[src/rtl/alu_pkg.sv]
// alu_pkg: shared ALU control codes, MIPS funct codes and sequencer state encoding
package alu_pkg;
   localparam logic [7:0] ALU_NOP = 8'h00;
   localparam logic [7:0] ALU_ADD = 8'h01;
   localparam logic [7:0] ALU_SUB = 8'h02;
   localparam logic [7:0] ALU_MUL = 8'h03;
   localparam logic [7:0] ALU_DIV = 8'h04;
   localparam logic [5:0] F_ADD = 6'h20;
   localparam logic [5:0] F_SUB = 6'h22;
   localparam logic [5:0] F_MUL = 6'h18;
   localparam logic [5:0] F_DIV = 6'h1A;
   typedef enum logic [1:0] {ST_IDLE, ST_EXEC, ST_RESP} state_t;
endpackage

[src/rtl/alu_funct_decode.sv]
// alu_funct_decode: maps a MIPS funct code to the ALU control code and flags unsupported functs
module alu_funct_decode
   import alu_pkg::*;
(
   input  logic [5:0] i_funct,
   output logic [7:0] o_control,
   output logic       o_illegal
);
   // NOP doubles as the marker for any funct the ALU does not implement
   always_comb begin
      o_control = (i_funct == F_ADD) ? ALU_ADD :
                  (i_funct == F_SUB) ? ALU_SUB :
                  (i_funct == F_MUL) ? ALU_MUL :
                  (i_funct == F_DIV) ? ALU_DIV : ALU_NOP;
      o_illegal = (o_control == ALU_NOP);
   end
endmodule

[src/rtl/alu_sequencer.sv]
// alu_sequencer: accepts ALU requests, holds them on the ALU for EXEC_CYCLES cycles and returns the captured result
module alu_sequencer
   import alu_pkg::*;
#(
   parameter int EXEC_CYCLES = 1
) (
   input  logic        i_clk,
   input  logic        i_reset,
   input  logic        i_req_valid,
   output logic        o_req_ready,
   input  logic [5:0]  i_req_funct,
   input  logic [31:0] i_req_a,
   input  logic [31:0] i_req_b,
   output logic [31:0] o_alu_input1,
   output logic [31:0] o_alu_input2,
   output logic [7:0]  o_alu_control,
   input  logic [31:0] i_alu_result,
   output logic        o_rsp_valid,
   input  logic        i_rsp_ready,
   output logic [31:0] o_rsp_result,
   output logic        o_rsp_divzero,
   output logic        o_rsp_illegal
);
   localparam int CW = (EXEC_CYCLES > 1) ? $clog2(EXEC_CYCLES) : 1;
   localparam logic [CW-1:0] LAST = CW'(EXEC_CYCLES - 1);

   state_t        r_state;
   logic [CW-1:0] r_cnt;
   logic [31:0]   r_alu_a;
   logic [31:0]   r_alu_b;
   logic [7:0]    r_alu_ctrl;
   logic          r_illegal_pend;
   logic          r_divzero_pend;
   logic          r_req_ready;
   logic          r_rsp_valid;
   logic [31:0]   r_rsp_result;
   logic          r_rsp_divzero;
   logic          r_rsp_illegal;
   logic [7:0]    w_control;
   logic          w_illegal;
   logic          w_divzero;

   alu_funct_decode u_decode (
      .i_funct   (i_req_funct),
      .o_control (w_control),
      .o_illegal (w_illegal)
   );

   assign w_divzero     = (w_control == ALU_DIV) && (i_req_b == 32'd0);
   assign o_req_ready   = r_req_ready;
   assign o_rsp_valid   = r_rsp_valid;
   assign o_rsp_result  = r_rsp_result;
   assign o_rsp_divzero = r_rsp_divzero;
   assign o_rsp_illegal = r_rsp_illegal;
   assign o_alu_input1  = r_alu_a;
   assign o_alu_input2  = r_alu_b;
   assign o_alu_control = r_alu_ctrl;

   // IDLE -> EXEC -> RESP sequencer; ALU drive is registered so it only moves on clock edges
   always_ff @(posedge i_clk or posedge i_reset) begin
      if (i_reset) begin
         r_state        <= ST_IDLE;
         r_cnt          <= '0;
         r_alu_a        <= '0;
         r_alu_b        <= '0;
         r_alu_ctrl     <= ALU_NOP;
         r_illegal_pend <= 1'b0;
         r_divzero_pend <= 1'b0;
         r_req_ready    <= 1'b1;
         r_rsp_valid    <= 1'b0;
         r_rsp_result   <= '0;
         r_rsp_divzero  <= 1'b0;
         r_rsp_illegal  <= 1'b0;
      end else begin
         case (r_state)
            ST_IDLE: if (i_req_valid) begin
               r_state        <= ST_EXEC;
               r_req_ready    <= 1'b0;
               r_cnt          <= '0;
               r_alu_a        <= i_req_a;
               r_alu_b        <= i_req_b;
               r_alu_ctrl     <= w_divzero ? ALU_NOP : w_control;
               r_illegal_pend <= w_illegal;
               r_divzero_pend <= w_divzero;
               r_rsp_result   <= '0;
               r_rsp_divzero  <= 1'b0;
               r_rsp_illegal  <= 1'b0;
            end
            ST_EXEC: begin
               r_cnt <= r_cnt + 1'b1;
               if (r_cnt == LAST) begin
                  r_state       <= ST_RESP;
                  r_rsp_valid   <= 1'b1;
                  r_rsp_result  <= r_illegal_pend ? 32'd0 : r_divzero_pend ? 32'hFFFF_FFFF : i_alu_result;
                  r_rsp_illegal <= r_illegal_pend;
                  r_rsp_divzero <= r_divzero_pend;
                  r_alu_a       <= '0;
                  r_alu_b       <= '0;
                  r_alu_ctrl    <= ALU_NOP;
               end
            end
            ST_RESP: if (i_rsp_ready) begin
               r_state     <= ST_IDLE;
               r_rsp_valid <= 1'b0;
               r_req_ready <= 1'b1;
            end
            default: r_state <= ST_IDLE;
         endcase
      end
   end
endmodule

[config.mk]
export PLATFORM = sky130hd
export DESIGN_NAME = alu_sequencer
export DESIGN_NICKNAME = d
export VERILOG_FILES = /design/src/rtl/alu_pkg.sv /design/src/rtl/alu_funct_decode.sv /design/src/rtl/alu_sequencer.sv
export SDC_FILE = /design/constraint.sdc
export NUM_CORES = 1
export LEC_CHECK = 0
export CORE_MARGIN = 3
export CORE_UTILIZATION = 41
export CTS_CLUSTER_DIAMETER = 30
export DETAILED_ROUTE_END_ITERATION = 12
export HOLD_SLACK_MARGIN = 0.06
export PLACE_DENSITY = 0.81
export REMOVE_ABC_BUFFERS = 1
export SYNTH_ARGS = -nofsm -noshare
export SYNTH_HDL_FRONTEND = slang
export SYNTH_HIERARCHICAL = 1
export SYNTH_SLANG_ARGS = --single-unit
[constraint.sdc]
create_clock -name i_clk -period 4.05 [get_ports i_clk]
set_input_delay 0.6075 -clock i_clk [delete_from_list [all_inputs] [get_ports i_clk]]
set_output_delay 0.6075 -clock i_clk [all_outputs]
set_load 0.005 [all_outputs]
# --- Yosys cells after proc, flatten, opt, wreduce, memory -nomap -nowiden ---
# Cells that the tools add are included.
word_totals:
  regBits: 113
  input_bits: 106
  out_inout_bits: 108
  wordCells: 69
op_classes:
  add_sub_neg: 1
  n_eq_ne: 10
  n_mux: 33
  reduce_logical: 13
op_table:
  columns: ["operator", "n"]
  rows:
  - ["2-to-1 mux 32 bit", 7]
  - ["one-hot mux 32 bit (2 select lines)", 3]
  - ["2-to-1 mux 8 bit", 6]
  - ["zero test 32 bit", 1]
  - ["one-hot mux 8 bit (2 select lines)", 1]
  - ["equality test 6 x 5 -> 1 bit, second input constant", 2]
  - ["equality test 6 bit, second input constant", 2]
  - ["AND reduction 3 bit", 4]
  - ["one-hot mux 1 bit (2 select lines)", 5]
  - ["equality test 8 x 3 -> 1 bit, second input constant", 1]
  - ["zero test 8 bit", 1]
  - ["2-to-1 mux 1 bit", 6]
  - ["2-to-1 mux 2 bit", 3]
  - ["inequality test 2 bit, second input constant", 3]
  - ["one-hot mux 2 bit (3 select lines)", 1]
  - ["nonzero test 2 bit", 3]
  - ["AND reduction 2 bit", 2]
  - ["2-to-1 mux 3 bit", 1]
  - ["equality test 2 x 1 -> 1 bit, second input constant", 1]
  - ["equality test 2 bit, second input constant", 1]
  - ["zero test 2 bit", 1]
  - ["adder 1 bit, second input constant", 1]
  - ["logical AND 1 bit", 1]

# --- Longest topological paths before layout ---
# Gate-level depths: netlist of run 1.
logic_depth:
  ltp_word: 10
  ltp_mapped: 6
  mapped_depth_nobuf: 6

# --- By module ---
# The synthesis of run 1 kept the hierarchy.
modules_own_cells:
  columns: ["mod", "n_inst", "cells_per_inst", "area_each_um2", "seq_area_each_um2"]
  rows:
  - ["alu_sequencer", 1, 357, 4339.2, 2829.0]
  - ["alu_funct_decode", 1, 16, 117.6, 0.0]

# --- Worst setup path after synthesis of run 1 ---
# No wires, ideal clock.
synth_timing:
  path_type: "input -> register"
  startpoint: "input i_req_funct[5]"
  endpoint: "register r_alu_ctrl[2], in the netlist o_alu_control[2]"
  setup_ps: 122
  arrival_time_ps: 1871
  t_required_ps: 3928
  slack_ps: 2058
  cell_stages: 6
  path_buffers: 0
  path_cell_list: "and3b_1 > and3_1 > nor4b_1 > nand4_1 > or3_1 > a32o_1"
synth_between:
  elab_chain_cells: 10
  word_cells_on_any_way: 13
  cone_classes: "5 x eq/ne; 7 x mux; 1 x reduce/logical"
synth_lines:
  columns: ["item", "line", "text"]
  rows:
  - ["from (decl)", "alu_sequencer.sv:11", "input logic [5:0] i_req_funct,"]
  - ["equality test 6 x 5 -> 1 bit", "alu_funct_decode.sv:14", "(i_funct == F_DIV) ? ALU_DIV : ALU_NOP;"]
  - ["2-to-1 mux 3 bit", "alu_funct_decode.sv:14", null]
  - ["2-to-1 mux 8 bit", "alu_funct_decode.sv:13", "(i_funct == F_MUL) ? ALU_MUL :"]
  - ["2-to-1 mux 8 bit", "alu_funct_decode.sv:12", "(i_funct == F_SUB) ? ALU_SUB :"]
  - ["2-to-1 mux 8 bit *", "alu_funct_decode.sv:11", "o_control = (i_funct == F_ADD) ? ALU_ADD :"]
  - ["net w_control[2]", "alu_sequencer.sv:39", "logic [7:0] w_control;"]
  - ["equality test 8 x 3 -> 1 bit", "alu_sequencer.sv:49", "assign w_divzero = (w_control == ALU_DIV) && (i_req_b == 32'd0);"]
  - ["logical AND 1 bit", "alu_sequencer.sv:49", null]
  - ["2-to-1 mux 8 bit *", "alu_sequencer.sv:82", "r_alu_ctrl <= w_divzero ? ALU_NOP : w_control;"]
  - ["2-to-1 mux 8 bit *", "alu_sequencer.sv:76", "ST_IDLE: if (i_req_valid) begin"]
  - ["one-hot mux 8 bit (2 select lines) *", "alu_sequencer.sv:75", "case (r_state)"]
  - ["to (signal assigned)", "alu_sequencer.sv:82", null]
  - ["to (decl)", "alu_sequencer.sv:31", "logic [7:0] r_alu_ctrl;"]
# The timed path passes the listed nets; every way through them passes the cells marked *. The select of a mux whose other input is x is not followed.
# A chain may end at the register's enable or synchronous reset.

# --- Worst setup path after layout of run 1 ---
layout_timing:
  startpoint: "input i_req_valid"
  endpoint: "register r_rsp_result[9], in the netlist o_rsp_result[9]"
layout_between:
  elab_chain_cells: 2
layout_lines:
  columns: ["item", "line", "text"]
  rows:
  - ["from (decl)", "alu_sequencer.sv:9", "input logic i_req_valid,"]
  - ["inequality test 2 bit (no line)", null, null]
  - ["AND reduction 3 bit (no line)", null, null]
  - ["to (signal assigned)", "alu_sequencer.sv:94", "r_rsp_result <= r_illegal_pend ? 32'd0 : r_divzero_pend ? 32'hFFFF_FFFF : i_alu_result;"]
  - ["to (decl)", "alu_sequencer.sv:36", "logic [31:0] r_rsp_result;"]
# Every way passes these cells.

==> results of run 1 <==
[power by group]
| part | leakage (nW) | internal, mW | switching (mW) |
|---|---|---|---|
| registers | 1.48 | 1.48 | 0.223 |
| logic | 1.30 | 0.957 | 0.678 |
| clock network | 0.252 | 0.872 | 0.527 |
[stage by stage]
stage,util [%],hold WS [ns],setup slack [ns],cells,power [mW]
after floorplan,-,0.473,0.457,343,2.35
after global placement,63.5,0.462,1.36,698,3.30
after detailed placement,63.5,0.472,1.29,698,3.36
after CTS,68.9,0.485,1.84,730,4.79
after global routing,68.9,0.511,1.67,730,4.99
final,68.9,0.478,1.81,730,4.74
[sequential cells by signal (all words and copies together), names as in the netlist]
signal / flops
o_alu_input2: 32
o_alu_input1: 32
o_alu_control: 8
r_illegal_pend: 1
o_rsp_valid: 1
o_rsp_illegal: 1
r_state: 2
o_rsp_result: 32
o_req_ready: 1
r_cnt: 1
r_divzero_pend: 1
o_rsp_divzero: 1
[worst min-delay path, stage by stage, from the launching register on]
cell and delay, ns:
dfrtp_1 0.33, nand2_1 0.04, o21ai_0 0.06
[final timing paths]
path                                    end  slack (ns)  cells past startpoint
hold reg to reg            o_rsp_result[11]        0.48                      2
setup / recovery            o_rsp_result[9]        1.81                      5
min in group asynchronous   o_rsp_result[6]        0.70                      2
hold / removal             o_rsp_result[11]        0.48                      2
max in group asynchronous   o_rsp_result[3]        2.55                      3
setup reg to reg            o_rsp_result[9]        1.86                      4
[logic make-up after synthesis]
group,count (synthesis)
compound gates,150
flops,113
simple gates,72
buf+inv,36
mux,1
other cells,1
[synth_stat cells (4+ instances only)]
cell type	number
dfrtp_1	112
a22o_1	71
o21ai_0	59
nand2_1	42
buf_4	14
o21ai_1	11
clkbuf_1	10
buf_2	9
nor2_1	7
nor4_1	5
a21oi_1	4
nor4_2	4
[area by class of cell]
| cell class | count | area, sq um | area share, % |
|---|---|---|---|
| Timing Repair Buffer | 219 | 2180 | 30.2 |
| Clock inverter | 13 | 140 | 1.95 |
| Tap cell | 136 | 170 | 2.36 |
| Multi-Input combinational cell | 228 | 1460 | 20.2 |
| Sequential cell | 113 | 2830 | 39.3 |
| Clock buffer | 19 | 422 | 5.85 |
| Inverter | 2 | 10.0 | 0.139 |
[metal layers]
metal,up-vias,track usage (%)
met5,-,0
met4,0,6.42
li1,1783,-
met2,153,34.7
met3,15,7.63
met1,1862,25.8
==> results by group, run 1 <==
Detailed routing
  – WL/cell: 17.5 microns
  – Final ANT Viol Nets: 0
  – WL met1: 5120 microns
  – Uppermost layer routed: met4
  – Met2 WL: 6560 microns
  – Metal3 WL: 966 microns
  – DRC Markers: 0
  – Detailed router's first-iteration violation count: 302
  – Drt via density: 5.22
  – Detailed Routing Iterations Pass 1: 5
  – Total number of vias: 3813
  – DRT Wirelength: 12800 microns

Floorplan
  – Top-level I/O count: 214
  – Core outline area: 10500 sq um
  – Die X: 110 microns
  – Die H: 110 microns
  – Die Area: 12200 sq um
  – Starting density of the core: 42.6%
  – Site Rows: 37

Worst setup path
  – Crit path launch type: input pin
  – CP delay by family, top: compound AO/OA/AOI/OAI gates
  – Setup CP Type: input pin to flip-flop
  – Crit path arrival time: 2.61 ns
  – CP Max Fanout: 112
  – Buffers and inverters on the worst path: 2
  – CP max stage delay: 0.81 ns
  – Worst flop-to-flop path startpoint: r_state[0]
  – CP Data Required Time: 4.43 ns
  – CP Cell Sequence: clkdlybuf4s50_1 -> nand2b_4 -> a21o_4 -> buf_4 -> o21ai_0
  – Critical path origin: i_req_valid
  – Slowest stage cell on the critical path: a21o_4
  – CP Capture Type: flip-flop

Synth
  – Ys flop type: dfrtp_1
  – Ys async rst share: 100%
  – Post-synthesis xor/xnor area fraction: 0%
  – Synth area leader: dfrtp_1
  – Count of distinct cell types in the synthesized netlist: 34
  – Mux cell area share after synthesis: 0.253%
  – Largest family of logic cells by synthesized area: compound AO/OA/AOI/OAI gates
  – Yosys warning total: 6
  – #FFs+latches synth: 113
  – Synth Area in Adders: 0%
  – Post-synth EDFFs: 0
  – Top cells by area, synth: dfrtp_1 63%, a22o_1 14%, o21ai_0 6.6%
  – Simple-Gate Fraction of Synth Area: 8.56%
  – Cell area after synthesis: 4460 sq um
  – Post-synthesis compound-gate area fraction: 23.2%
  – Seq/Total Area, Yosys: 63.5%
  – Syn avg cell area: 11.9 sq um
  – Cell count after synthesis: 373
  – Synth top area share: 62.9%

GRT
  – First-pass GRT wire length: 19400 microns
  – Vias in the first global route: 3772
  – Largest net degree at the start of global routing: 113
  – GRT Total Usage: 21.0%
  – Initial antenna violation count: 0
  – Grt total ovfl: 0

Final layout
  – Finished Cell Area: 7200 sq um
  – Share of post-route cells with drive strength above 1: 8.08%
  – Commonest cells after routing, fill and taps aside: 213 x clkdlybuf4s50_1, 112 x dfrtp_1, 71 x a22o_1
  – # nets final: 687
  – Most common library cell in the layout ignoring fill and taps: clkdlybuf4s50_1
  – Fillers: 786
  – Area growth, synth to finish: 61.7%
  – # diodes: 0

Clocking
  – CTS sink count: 113
  – Count of cells resized by post-cts repair: 0
  – TritonCTS clock tree: built
  – Post-CTS setup buffers: 0
  – H-tree depth: 4
  – CTS Buf Count: 17
  – Clk root buf: clkbuf_8
  – Clock latency on the worst-skew pair: 0.51 ns
  – Clock buffer depth: 2
  – Clock transition at path regs: 0.06 ns
  – Cts hold-fix bufs: 0

Outcome
  – Status: finished clean

STA
  – Fmax: 447 MHz
  – Period minus WS final: 2.24 ns
  – Count of final setup violators: 0
  – Worst-Margin Slew: 1.04 ns
  – Worst rel slew slack: 30.6%
  – Final hold vios: 0
  – Period utilization: 55.2%
  – Sum Neg Setup Slack: 0 ns
  – Max Slew Vio Count: 0
  – Worst Skew: 0.00786 ns
  – RSZ-0062 raised after global routing: no

Place
  – Dpl hpwl: 8680 microns
  – Placement Cell Area: 6640 sq um
  – Routability cong.: 0.768
  – Port Buffers: 213

Worst hold path
  – Worst hold-check path type: flip-flop to flip-flop
  – Hold Crit Start: o_rsp_result[11]

Pwr
  – Leakage power total: 3.03 nW
  – Peak VDD IR: 0.327 mV
  – PwrDens: 658 nW/um^2

Run
  – MaxCap Viol Count: 0
(Power assumes the default switching activity.)
==> run 2: changes to the inputs <==
--- a/config.mk
+++ b/config.mk
@@ -6,11 +6,11 @@
 export NUM_CORES = 1
 export LEC_CHECK = 0
 export CORE_MARGIN = 3
-export CORE_UTILIZATION = 41
+export CORE_UTILIZATION = 37
 export CTS_CLUSTER_DIAMETER = 30
 export DETAILED_ROUTE_END_ITERATION = 12
 export HOLD_SLACK_MARGIN = 0.06
-export PLACE_DENSITY = 0.81
+export PLACE_DENSITY = 0.77
 export REMOVE_ABC_BUFFERS = 1
 export SYNTH_ARGS = -nofsm -noshare
 export SYNTH_HDL_FRONTEND = slang
==> constraint.sdc (replaced) <==
create_clock -name i_clk -period 1.85 [get_ports i_clk]
set_input_delay 0.2775 -clock i_clk [delete_from_list [all_inputs] [get_ports i_clk]]
set_output_delay 0.2775 -clock i_clk [all_outputs]
set_load 0.005 [all_outputs]
==> results by group, run 2 (same netlist as run 1, synthesis figures left out) <==
GRT
  – Initial antenna violation count: 0
  – First-pass GRT wire length: 20800 microns
  – GRT Total Usage: 19.9%
  – Largest net degree at the start of global routing: 67
  – Grt total ovfl: 0
  – Vias in the first global route: 4049

Detailed routing
  – Drt via density: 5.22
  – WL/cell: 17.5 microns
  – Final ANT Viol Nets: 0
  – Total number of vias: 3895
  – DRT Wirelength: 13100 microns
  – DRC Markers: 0
  – Detailed router's first-iteration violation count: 271
  – Detailed Routing Iterations Pass 1: 4

Floorplan
  – Starting density of the core: 38.4%
  – Top-level I/O count: 214
  – Die X: 116 microns
  – Site Rows: 39
  – Die Area: 13400 sq um
  – Die H: 116 microns
  – Core outline area: 11600 sq um

Clocking
  – TritonCTS clock tree: built
  – CTS Buf Count: 17
  – Clock transition at path regs: 0.05 ns
  – Cts hold-fix bufs: 0
  – Clock buffer depth: 2
  – Clk root buf: clkbuf_16
  – Post-CTS setup buffers: 0
  – CTS sink count: 113
  – Clock latency on the worst-skew pair: 0.39 ns
  – H-tree depth: 4

Final layout
  – # nets final: 697
  – Final Util: 63.5%
  – Finished Cell Area: 7370 sq um
  – # diodes: 0
  – Register area: 2830 sq um
  – Fillers: 902
  – Fin cells: 746
  – Area of the multi-input gates: 1470 sq um
  – Area growth, synth to finish: 65.5%
  – Share of post-route cells with drive strength above 1: 9.62%
  – Most common library cell in the layout ignoring fill and taps: clkdlybuf4s50_1
  – Commonest cells after routing, fill and taps aside: 209 x clkdlybuf4s50_1, 112 x dfrtp_1, 71 x a22o_1

Run
  – MaxCap Viol Count: 0

STA
  – Max Slew Vio Count: 0
  – Period minus WS final: 1.74 ns
  – Worst Skew: 0.00621 ns
  – Final hold vios: 0
  – Count of final setup violators: 0
  – RSZ-0062 raised after global routing: no
  – Sum Neg Setup Slack: 0 ns
  – PnR worst setup slack: 0.115 ns
  – Worst Hold Slack: 0.226 ns
  – Fmax: 576 MHz
  – Period utilization: 93.8%

Outcome
  – Status: finished clean

Worst setup path
  – CP Cell Sequence: clkdlybuf4s50_1 -> nor2_4 -> and3_1 -> nor4b_1 -> nand4_1 -> or3_1 -> a32o_1
  – Crit path launch type: input pin
  – Slowest stage cell on the critical path: clkdlybuf4s50_1
  – Crit path arrival time: 2.02 ns
  – Setup CP Type: input pin to flip-flop
  – Worst Reg-to-Reg Cells: 4
  – R2r endpoint: o_rsp_result[31]
  – Crit path to: o_alu_control[2]
  – Worst flop-to-flop path startpoint: r_state[1]
  – CP Max Fanout: 3
  – Critical path origin: i_req_funct[0]
  – CP max stage delay: 0.46 ns
  – CP Data Required Time: 2.13 ns
  – CP Capture Type: flip-flop
  – Reg2reg setup slack: 0.35 ns

Pwr
  – Peak VDD IR: 0.793 mV
  – Leakage power total: 3.12 nW
  – Total power: 10.7 mW
  – PwrDens: 1450 nW/um^2

Place
  – Dpl hpwl: 9370 microns
  – Routability cong.: 0.771
  – Inst Count DP: 715
  – Placement Cell Area: 6790 sq um
  – Worst slack, placed: -0.487 ns
  – Port Buffers: 213

Worst hold path
  – Worst hold-check path type: input pin to async pin
-- run 2: how the worst min path moves through the flow --
| stage | to | slack [ns] | cells past startpoint |
|---|---|---|---|
| CTS | o_alu_input1[9] | 0.24 | 2 |
| floorplan | r_state[1] | 0.38 | 1 |
| detailed placement | o_rsp_result[24] | 0.47 | 2 |
| global placement | o_rsp_result[13] | 0.46 | 2 |
| global route | o_alu_input1[9] | 0.26 | 2 |
| finish | o_alu_input1[9] | 0.23 | 2 |
-- run 2: cell type report --
type	count	area share (%)
multi-input cells	228	19.9
clock buffers	20	5.92
repair buffers	229	31.3
clock inverters	11	1.90
inverters	2	0.136
flip-flops and latches	113	38.4
well taps	143	2.43
-- run 2: repair_timing --
| item | in CTS | in global routing |
|---|---|---|
| setup endpoints to repair | 1 | 2 |
| pin swaps | 1 | 0 |
| resized for setup | 5 | 2 |
-- run 2: power breakdown --
part / internal [mW] / leakage (nW) / total (mW) / switching [mW]
clock network: 2.10 / 0.272 / 3.18 / 1.08
logic: 2.24 / 1.38 / 3.76 / 1.52
registers: 3.24 / 1.48 / 3.74 / 0.493
-- run 2: critical path, delay by kind of cell --
family / cells / cell delay (ns)
and+or+nand+nor: 5 / 1.01
AOI/OAI and AO/OA: 1 / 0.27
buffers and inverters: 1 / 0.46
-- run 2: routing by layer --
metal	track usage [%]	vias up	share of wire (%)
li1	-	1800	-
met1	25.2	1906	42
met2	32.1	172	48
met3	6.89	17	8.2
met4	6.96	0	1.4
met5	0	-	0
